**config.mk**
```make
export PLATFORM = sky130hd
export DESIGN_NAME = pic_bus_buffer_ctl
export DESIGN_NICKNAME = d
export VERILOG_FILES = /design/src/rtl/pic_bus_pkg.sv /design/src/rtl/pic_bus_wfifo.sv /design/src/rtl/pic_bus_buffer_ctl.sv
export SDC_FILE = /design/constraint.sdc
export NUM_CORES = 1
export LEC_CHECK = 0
export CORE_ASPECT_RATIO = 1.25
export CORE_MARGIN = 10
export CORE_UTILIZATION = 40
export DETAILED_ROUTE_END_ITERATION = 12
export PLACE_DENSITY = 0.6
export SYNTH_ARGS = -nofsm -noshare
export SYNTH_HDL_FRONTEND = slang
export SYNTH_SLANG_ARGS = --single-unit
```
**constraint.sdc**
```tcl
create_clock -name clk_i -period 3.23 [get_ports clk_i]
set_clock_uncertainty 0.2 [all_clocks]
set_input_delay 0.8075 -clock clk_i [delete_from_list [all_inputs] [get_ports clk_i]]
set_output_delay 0.8075 -clock clk_i [all_outputs]
set_load 0.1 [all_outputs]
```
**src/rtl/pic_bus_pkg.sv**
```systemverilog
// Shared types and constants for the PIC host bus buffer and its write FIFO.
package pic_bus_pkg;

    localparam int unsigned DefDataW = 8;
    localparam int unsigned DefDepth = 4;

    typedef enum logic [1:0] {
        R_IDLE,
        R_REQ,
        R_DRIVE
    } rd_state_e;

    // Occupancy counter width: must represent 0..depth inclusive.
    function automatic int unsigned level_w(input int unsigned depth);
        return $clog2(depth) + 1;
    endfunction

endpackage

```
**src/rtl/pic_bus_wfifo.sv**
```systemverilog
// Circular-buffer FIFO with push/pop, full/empty and occupancy; head is read combinationally.
module pic_bus_wfifo
    import pic_bus_pkg::*;
#(
    parameter int unsigned Width = 9,
    parameter int unsigned Depth = 4
) (
    input  logic                        clk_i,
    input  logic                        rst_i,
    input  logic                        push_i,
    input  logic [Width-1:0]            data_i,
    input  logic                        pop_i,
    output logic [Width-1:0]            data_o,
    output logic                        full_o,
    output logic                        empty_o,
    output logic [level_w(Depth)-1:0]   level_o
);

    localparam int unsigned PtrW = $clog2(Depth);
    localparam int unsigned LvlW = level_w(Depth);

    logic [Width-1:0] mem_q [Depth];
    logic [PtrW-1:0]  wptr_q, wptr_d, rptr_q, rptr_d;
    logic [LvlW-1:0]  level_q, level_d;
    logic             push_acc, pop_acc;

    assign full_o   = (level_q == LvlW'(Depth));
    assign empty_o  = (level_q == '0);
    assign level_o  = level_q;
    assign data_o   = mem_q[rptr_q];

    // A push into a full FIFO is only taken when the head leaves in the same cycle.
    assign push_acc = push_i & (~full_o | pop_i);
    assign pop_acc  = pop_i & ~empty_o;

    always_comb begin
        wptr_d  = push_acc ? wptr_q + PtrW'(1) : wptr_q;
        rptr_d  = pop_acc ? rptr_q + PtrW'(1) : rptr_q;
        level_d = level_q;
        unique case ({push_acc, pop_acc})
            2'b10:   level_d = level_q + LvlW'(1);
            2'b01:   level_d = level_q - LvlW'(1);
            default: level_d = level_q;
        endcase
    end

    always_ff @(posedge clk_i or posedge rst_i) begin
        if (rst_i) begin
            wptr_q  <= '0;
            rptr_q  <= '0;
            level_q <= '0;
        end else begin
            wptr_q  <= wptr_d;
            rptr_q  <= rptr_d;
            level_q <= level_d;
        end
    end

    always_ff @(posedge clk_i) begin
        if (push_acc) begin
            mem_q[wptr_q] <= data_i;
        end
    end

endmodule

```
**src/rtl/pic_bus_buffer_ctl.sv**
```systemverilog
// Host-side data bus buffer for the PIC: strobe synchronisers, write capture into a FIFO,
// and a request/hold read state machine with explicit bus-direction control.
module pic_bus_buffer_ctl
    import pic_bus_pkg::*;
#(
    parameter int unsigned DATA_W      = DefDataW,
    parameter int unsigned DEPTH       = DefDepth,
    parameter int unsigned SYNC_STAGES = 2
) (
    input  logic                        clk_i,
    input  logic                        rst_i,
    input  logic                        cs_n_i,
    input  logic                        rd_n_i,
    input  logic                        wr_n_i,
    input  logic                        a0_i,
    input  logic [DATA_W-1:0]           d_i,
    output logic [DATA_W-1:0]           d_o,
    output logic                        d_oe_o,
    output logic                        wr_valid_o,
    output logic [DATA_W-1:0]           wr_data_o,
    output logic                        wr_a0_o,
    input  logic                        wr_ready_i,
    output logic                        rd_req_o,
    output logic                        rd_a0_o,
    input  logic [DATA_W-1:0]           rd_data_i,
    output logic [level_w(DEPTH)-1:0]   level_o,
    output logic                        ovf_o,
    input  logic                        ovf_clr_i
);

    // Each stage carries {real, cs, rd, wr}; "real" marks samples taken after reset release
    // so a strobe held low through reset never looks like a fresh edge.
    logic [3:0] sync_raw, sync_s;
    assign sync_raw = {1'b1, cs_n_i, rd_n_i, wr_n_i};

    for (genvar i = 0; i < SYNC_STAGES; i++) begin : g_sync
        logic [3:0] q;
        logic [3:0] d;
        if (i == 0) begin : g_head
            assign d = sync_raw;
        end else begin : g_tail
            assign d = g_sync[i-1].q;
        end
        always_ff @(posedge clk_i or posedge rst_i) begin
            if (rst_i) q <= 4'b0111;
            else       q <= d;
        end
    end

    assign sync_s = g_sync[SYNC_STAGES-1].q;

    logic cs_s, rd_s, wr_s;
    logic vld_p_q, rd_p_q, wr_p_q;
    logic rd_fall, wr_fall, wr_rise;

    assign cs_s = sync_s[2];
    assign rd_s = sync_s[1];
    assign wr_s = sync_s[0];

    always_ff @(posedge clk_i or posedge rst_i) begin
        if (rst_i) {vld_p_q, rd_p_q, wr_p_q} <= 3'b011;
        else       {vld_p_q, rd_p_q, wr_p_q} <= {sync_s[3], rd_s, wr_s};
    end

    assign rd_fall = vld_p_q & rd_p_q & ~rd_s;
    assign wr_fall = vld_p_q & wr_p_q & ~wr_s;
    assign wr_rise = vld_p_q & ~wr_p_q & wr_s;

    // Write capture: shadow tracks the bus during a selected low phase, pushed on the rise.
    logic [DATA_W:0] shadow_q, shadow_d;
    logic            shadow_vld_q, shadow_vld_d;
    logic            wr_ph_q, wr_ph_d;
    logic            wr_load, push;
    logic            fifo_full, fifo_empty, pop;
    logic            ovf_q, ovf_d;

    assign wr_load = ~wr_s & ~cs_s & (wr_ph_q | wr_fall);
    assign push    = wr_rise & shadow_vld_q;
    assign pop     = wr_ready_i & ~fifo_empty;

    always_comb begin
        wr_ph_d      = wr_rise ? 1'b0 : (wr_fall ? 1'b1 : wr_ph_q);
        shadow_d     = wr_load ? {a0_i, d_i} : shadow_q;
        shadow_vld_d = wr_rise ? 1'b0 : (wr_load ? 1'b1 : shadow_vld_q);
        ovf_d        = (ovf_q & ~ovf_clr_i) | (push & fifo_full & ~pop);
    end

    always_ff @(posedge clk_i or posedge rst_i) begin
        if (rst_i) begin
            shadow_q     <= '0;
            shadow_vld_q <= 1'b0;
            wr_ph_q      <= 1'b0;
            ovf_q        <= 1'b0;
        end else begin
            shadow_q     <= shadow_d;
            shadow_vld_q <= shadow_vld_d;
            wr_ph_q      <= wr_ph_d;
            ovf_q        <= ovf_d;
        end
    end

    pic_bus_wfifo #(
        .Width (DATA_W + 1),
        .Depth (DEPTH)
    ) u_wfifo (
        .clk_i   (clk_i),
        .rst_i   (rst_i),
        .push_i  (push),
        .data_i  (shadow_q),
        .pop_i   (pop),
        .data_o  ({wr_a0_o, wr_data_o}),
        .full_o  (fifo_full),
        .empty_o (fifo_empty),
        .level_o (level_o)
    );

    assign wr_valid_o = ~fifo_empty;
    assign ovf_o      = ovf_q;

    // Read FSM
    rd_state_e       state_q, state_d;
    logic [DATA_W-1:0] d_out_q, d_out_d;
    logic            rd_a0_q, rd_a0_d;

    always_comb begin
        state_d  = state_q;
        d_out_d  = d_out_q;
        rd_a0_d  = rd_a0_q;
        rd_req_o = 1'b0;
        d_oe_o   = 1'b0;
        unique case (state_q)
            R_IDLE: begin
                if (rd_fall & ~cs_s) begin
                    state_d = R_REQ;
                    rd_a0_d = a0_i;
                end
            end
            R_REQ: begin
                rd_req_o = 1'b1;
                d_out_d  = rd_data_i;
                state_d  = R_DRIVE;
            end
            R_DRIVE: begin
                // Never fight a host that is driving the bus for a write.
                d_oe_o = wr_s;
                if (rd_s | cs_s) state_d = R_IDLE;
            end
            default: state_d = R_IDLE;
        endcase
    end

    always_ff @(posedge clk_i or posedge rst_i) begin
        if (rst_i) begin
            state_q <= R_IDLE;
            d_out_q <= '0;
            rd_a0_q <= 1'b0;
        end else begin
            state_q <= state_d;
            d_out_q <= d_out_d;
            rd_a0_q <= rd_a0_d;
        end
    end

    assign d_o     = d_out_q;
    assign rd_a0_o = rd_a0_q;

endmodule

```
# Word-level counts from Yosys, hierarchy flattened

Memory sizes are Yosys's and may differ from the RTL's.
Cells that the tools add are included.

Add/sub/neg operators: 4
Eq/ne operators: 7
Multiplexer cells: 12
Bitwise gates (word level): 28
Reduce and logical (&&, ||, !) cells: 7

Operators with widths:

| operator                                                              | number |
|---|---|
| 1-bit AND                                                             | 16 |
| 1-bit two-way mux                                                     | 8 |
| 1-bit NOT                                                             | 8 |
| 2-bit one-hot mux with 3 select lines                                 | 1 |
| 3-bit one-hot mux with 2 select lines                                 | 1 |
| 2-bit nonzero test                                                    | 3 |
| 2-bit by 1-bit adder with 2-bit output, second input constant         | 2 |
| 2-bit by 1-bit equality test with 1-bit output, second input constant | 2 |
| 2-bit equality test, second input constant                            | 2 |
| 2-bit two-way mux                                                     | 2 |
| 2-bit inequality test, second input constant                          | 2 |
| 1-bit OR                                                              | 4 |
| 2-bit AND reduction                                                   | 2 |
| 3-bit by 1-bit adder with 3-bit output, second input constant         | 1 |
| 3-bit equality test, second input constant                            | 1 |
| 3-bit zero test                                                       | 1 |
| 3-bit by 1-bit subtractor with 3-bit output, second input constant    | 1 |
| 2-bit zero test                                                       | 1 |

Register bits after elaboration: 41
Memory bits (writable): 36
Input bits: 24
Logic and storage cells: 74
Memories kept: 1

Memory list:

| name          | words | bits a word | read ports | clocked after Yosys merged registers in | write ports | RTL line            | source |
|---|---|---|---|---|---|---|---|
| u_wfifo.mem_q | 4     | 9           | 1          | 0                                       | 1           | pic_bus_wfifo.sv:22 | `logic [Width-1:0] mem_q [Depth];` |

# Longest topological paths before layout

Depth after elaboration: 7
Depth in mapped cells: 9
Mapped depth without buffers: 9

# Modules after synthesis

From an unflattened synthesis, not the netlist that was laid out.

Cell total of the unflattened synthesis: 161
Area, all modules: 2975.4 sq um

By module, submodules not included:

| module             | instances | cells each | area an instance (sq um) | sequential area each (sq um) |
|---|---|---|---|---|
| pic_bus_wfifo      | 1         | 86         | 1734.2                   | 1256.2 |
| pic_bus_buffer_ctl | 1         | 75         | 1241.2                   | 860.8 |

# Worst setup path before layout

Ideal clock, no wire load.

Path type: reg2reg
From: reg u_wfifo.level_q[2] (netlist: u_wfifo.level_o[2])
To: reg u_wfifo.level_q[2] (netlist: u_wfifo.level_o[2])
Data arrival time: 2.594 ns
Data required time: 2.867 ns
Slack: 0.273 ns
Cell stages (with the launch flop): 10
Clock period less this slack: 2.957 ns
Path through: dfrtp_1 -> or4b_4 -> nor2b_4 -> inv_1 -> ha_1 -> inv_1 -> fa_1 -> xor2_1 -> nor2_1 -> xor2_1

Longest elaborated chain between the ends: 7
Elaborated cells between the ends (all ways): 14
Those cells by class: add/sub: 2; eq/ne: 3; mux: 1; bitwise: 6; reduce/logical: 2

Ends and longest elaborated chain:

| element                                                                               | RTL line                                      | source |
|---|---|---|
| start: declaration                                                                    | pic_bus_wfifo.sv:24                           | `logic [LvlW-1:0] level_q, level_d;` |
| start signal: assignment                                                              | pic_bus_wfifo.sv:55                           | `level_q <= level_d;` |
| 3-bit zero test                                                                       | pic_bus_wfifo.sv:28                           | `assign empty_o = (level_q == '0);` |
| 1-bit NOT                                                                             | pic_bus_wfifo.sv:34, pic_bus_buffer_ctl.sv:79 |  |
| 1-bit AND                                                                             | pic_bus_buffer_ctl.sv:79                      | `assign pop = wr_ready_i & ~fifo_empty;` |
| 1-bit OR                                                                              | pic_bus_wfifo.sv:33                           | `assign push_acc = push_i & (~full_o \| pop_i);` |
| 1-bit AND                                                                             | pic_bus_wfifo.sv:33                           |  |
| 2-bit by 1-bit equality test with 1-bit output or 2-bit equality test (tied branches) | pic_bus_wfifo.sv:40                           | `unique case ({push_acc, pop_acc})` |
| 3-bit one-hot mux with 2 select lines or 2-bit nonzero test (tied branches)           | --                                            |  |

Several ways; a longest one is shown, not always the timed one.
A chain may end at the register's enable or synchronous reset.

# Worst setup path in the final report

From: reg u_wfifo.rptr_q[0]
To: out wr_data_o[1]

Longest elaborated chain between the ends: 1

Ends and longest elaborated chain:

| element                  | RTL line                 | source |
|---|---|---|
| start: declaration       | pic_bus_wfifo.sv:23      | `logic [PtrW-1:0] wptr_q, wptr_d, rptr_q, rptr_d;` |
| start signal: assignment | pic_bus_wfifo.sv:54      | `rptr_q <= rptr_d;` |
| memory 4 x 9 bit         | --                       |  |
| end: declaration         | pic_bus_buffer_ctl.sv:20 | `output logic [DATA_W-1:0] wr_data_o,` |

No other way between the ends.

==> results.py <==
metrics = {
    "run_status": {
        "status": "complete, no violations",
    },
    "layout": {
        "antenna_cells": 0,
        "stdcell_area_um2": 3670,
        "areaGrowthSynthToFinish_pct": 25.5,
        "fin_nets": 247,
        "final_layout_size_suffix_gt1_share_pct": 32.0,
        "final_cells": 312,
        "fin_util_pct": 52.2,
    },
    "hold_path": {
        "hold_path_class": "flop to flop",
    },
    "floorplan": {
        "start_util_pct": 41.6,
        "row_count": 34,
        "coreArea_um2": 7020,
        "io_pins": 49,
        "die_x_um": 96.4,
        "die-area_um2": 11100,
        "die_h_um": 116,
    },
    "placement": {
        "placed_cells": 296,
        "dpl_cell_area_um2": 3480,
        "place_ws_ns": 0.0125,
        "dp_hpwl_um": 3900,
        "port_buffers": 48,
        "routabilityCongestion": 0.703,
    },
    "yosys": {
        "synthTopCellsByCount": "edfxtp_1, dfrtp_1, mux2_1, inv_1, mux4_2",
        "synth_warnings": 0,
        "synthMostInstantiatedCell": "edfxtp_1",
        "synth_edf_count": 36,
        "avgSynthCellArea_um2": 18.6,
        "syn_inst": 157,
        "ys_types": 34,
        "ys_seq_area_share_pct": 72.5,
        "synth_seq_cells": 77,
        "synth-main-ff-cell": "edfxtp_1",
        "yosys.area.top_type": "edfxtp_1",
        "synth.top_cell.area_share_pct": 37.0,
        "netlist_area_um2": 2920,
        "syn_nets": 187,
        "ys_top_cells_by_area": "edfxtp_1, dfrtp_1, dfstp_2",
        "async_flop_share_pct": 53.2,
    },
    "clock_tree": {
        "cts-root-buf": "clkbuf_8",
        "numCtsBuffers": 9,
        "clk_latency_ns": 0.34,
        "cts_tree": "built",
        "post_cts_buffers": 0,
        "cts_sinks": 77,
        "clkTransAtPathRegs_ns": 0.08,
        "ctsResizeCount": 0,
        "htreeDepth": 3,
        "cts_hold_buf": 0,
        "cts_buffer_depth": 2,
    },
    "drt": {
        "antenna_left": 0,
        "routedWlPerCell_um": 17.5,
        "firstDrtPassIters": 4,
        "route.detailed.drc": 0,
        "wl_um": 5460,
        "first_iter_violations": 91,
        "vias": 1511,
        "vias_per_cell": 4.84,
    },
    "timing": {
        "finalCriticalPeriod_ns": 2.92,
        "hold_slack_ns": 0.155,
        "rsz0062_at_grt": "no",
        "worst_pin_slew_ns": 0.674,
        "tns_ns": 0,
        "slew_violations": 0,
        "timing.final.crit_share_pct": 90.3,
        "hold_viol": 0,
        "fmax_ghz": 0.343,
        "setup_viol_count_final": 0,
        "setup_slack_ns": 0.314,
        "max_slew_margin_pct": 54.8,
    },
    "global_routing": {
        "overflow": 0,
        "track_usage_pct": 10.7,
        "grt_pass1_wl_um": 8990,
        "grt_start_max_net_pins": 20,
        "grt_pass1_vias": 1718,
        "grt_antenna_before_repair": 0,
    },
    "critical_path": {
        "cp.arrival_ns": 1.91,
        "criticalPathCategory": "flop to output pin",
        "crit_required_ns": 2.22,
        "r2r_slack_ns": 0.71,
        "critPathLaunchType": "flop",
        "crit_fanout": 10,
        "worstSetupEndpointType": "output pin",
    },
    "pwr": {
        "p_per_area_nw_per_um2": 946,
        "power_mw": 3.47,
        "leakagePower_nw": 1.46,
        "ir_worst_vdd_mv": 0.475,
    },
    "job": {
        "drv_cap": 0,
    },
}
[cell type report]
cell class,count,area [um2]
clock buffers,12,135
clock inverters,4,48.8
fillers,598,3350
inverters,9,33.8
multi-input cells,67,752
flip-flops and latches,77,2120
well taps,90,113
repair buffers,53,468
[layer usage]
layer	vias up	share of wire, %	GRT usage (%)
li1	689	-	-
met5	-	0	0
met2	46	52	17.5
met1	770	40	11.8
met4	0	1.1	4.95
met3	6	6.9	4.27
[critical path, stage by stage, from the launching register on]
cell and delay, ns:
dfrtp_1 0.74, mux4_2 0.58, buf_4 0.25
[registers in the layout, indices dropped and copies added (netlist names)]
signal / count
u_wfifo.mem_q: 36
ovf_o: 1
shadow_q: 9
d_o: 8
g_sync.q: 8
wr_p_q: 1
wr_ph_q: 1
shadow_vld_q: 1
u_wfifo.wptr_q: 2
u_wfifo.level_o: 3
rd_a0_o: 1
rd_p_q: 1
u_wfifo.rptr_q: 2
vld_p_q: 1
state_q: 2
[cell families after synthesis]
logic type	after synthesis	synth area share, %
xor gates and xnor gates	6	1.80
and+or+nand+nor	20	5.22
other	1	0.128
adders and majority gates	6	2.83
AOI/OAI and AO/OA	5	1.03
DFF	77	72.5
buffers and inverters	13	1.80
muxes	29	14.7
[power by group]
part	leakage [nW]	switching, mW	internal [mW]
clock	0.0943	0.325	0.357
sequential	0.802	0.162	1.19
combinational	0.564	1.04	0.398
[layout by cell type (no fill, tap or decap), types with 2 or more instances in the layout]
| master | n |
|---|---|
| mux2_1 | 12 |
| clkinv_2 | 2 |
| xor2_1 | 3 |
| and2_1 | 4 |
| clkbuf_1 | 3 |
| dfstp_2 | 8 |
| o21ai_0 | 2 |
| or3_1 | 2 |
| clkbuf_8 | 9 |
| nand2_1 | 3 |
| buf_4 | 29 |
| ha_1 | 5 |
| xnor2_1 | 3 |
| clkdlybuf4s50_1 | 23 |
| edfxtp_1 | 36 |
| dfrtp_1 | 33 |
| mux4_2 | 9 |
| mux2_2 | 6 |
| inv_1 | 8 |
[path summary, 6_finish.rpt]
check,start,endpoint,cells past startpoint
min reg2reg,g_sync[0].q[1]$_DFF_PP1_,g_sync[1].q[1]$_DFF_PP1_,0
min,g_sync[0].q[1]$_DFF_PP1_,g_sync[1].q[1]$_DFF_PP1_,0
min in group asynchronous,rst_i,g_sync[0].q[3]$_DFF_PP0_,2
max reg2reg,u_wfifo.level_o[0]$_DFFE_PP0P_,u_wfifo.level_o[2]$_DFFE_PP0P_,9
max,u_wfifo.rptr_q[0]$_DFFE_PP0P_,wr_data_o[1],2
max in group asynchronous,rst_i,g_sync[0].q[1]$_DFF_PP1_,3
Power figures use the tool's default switching activity.
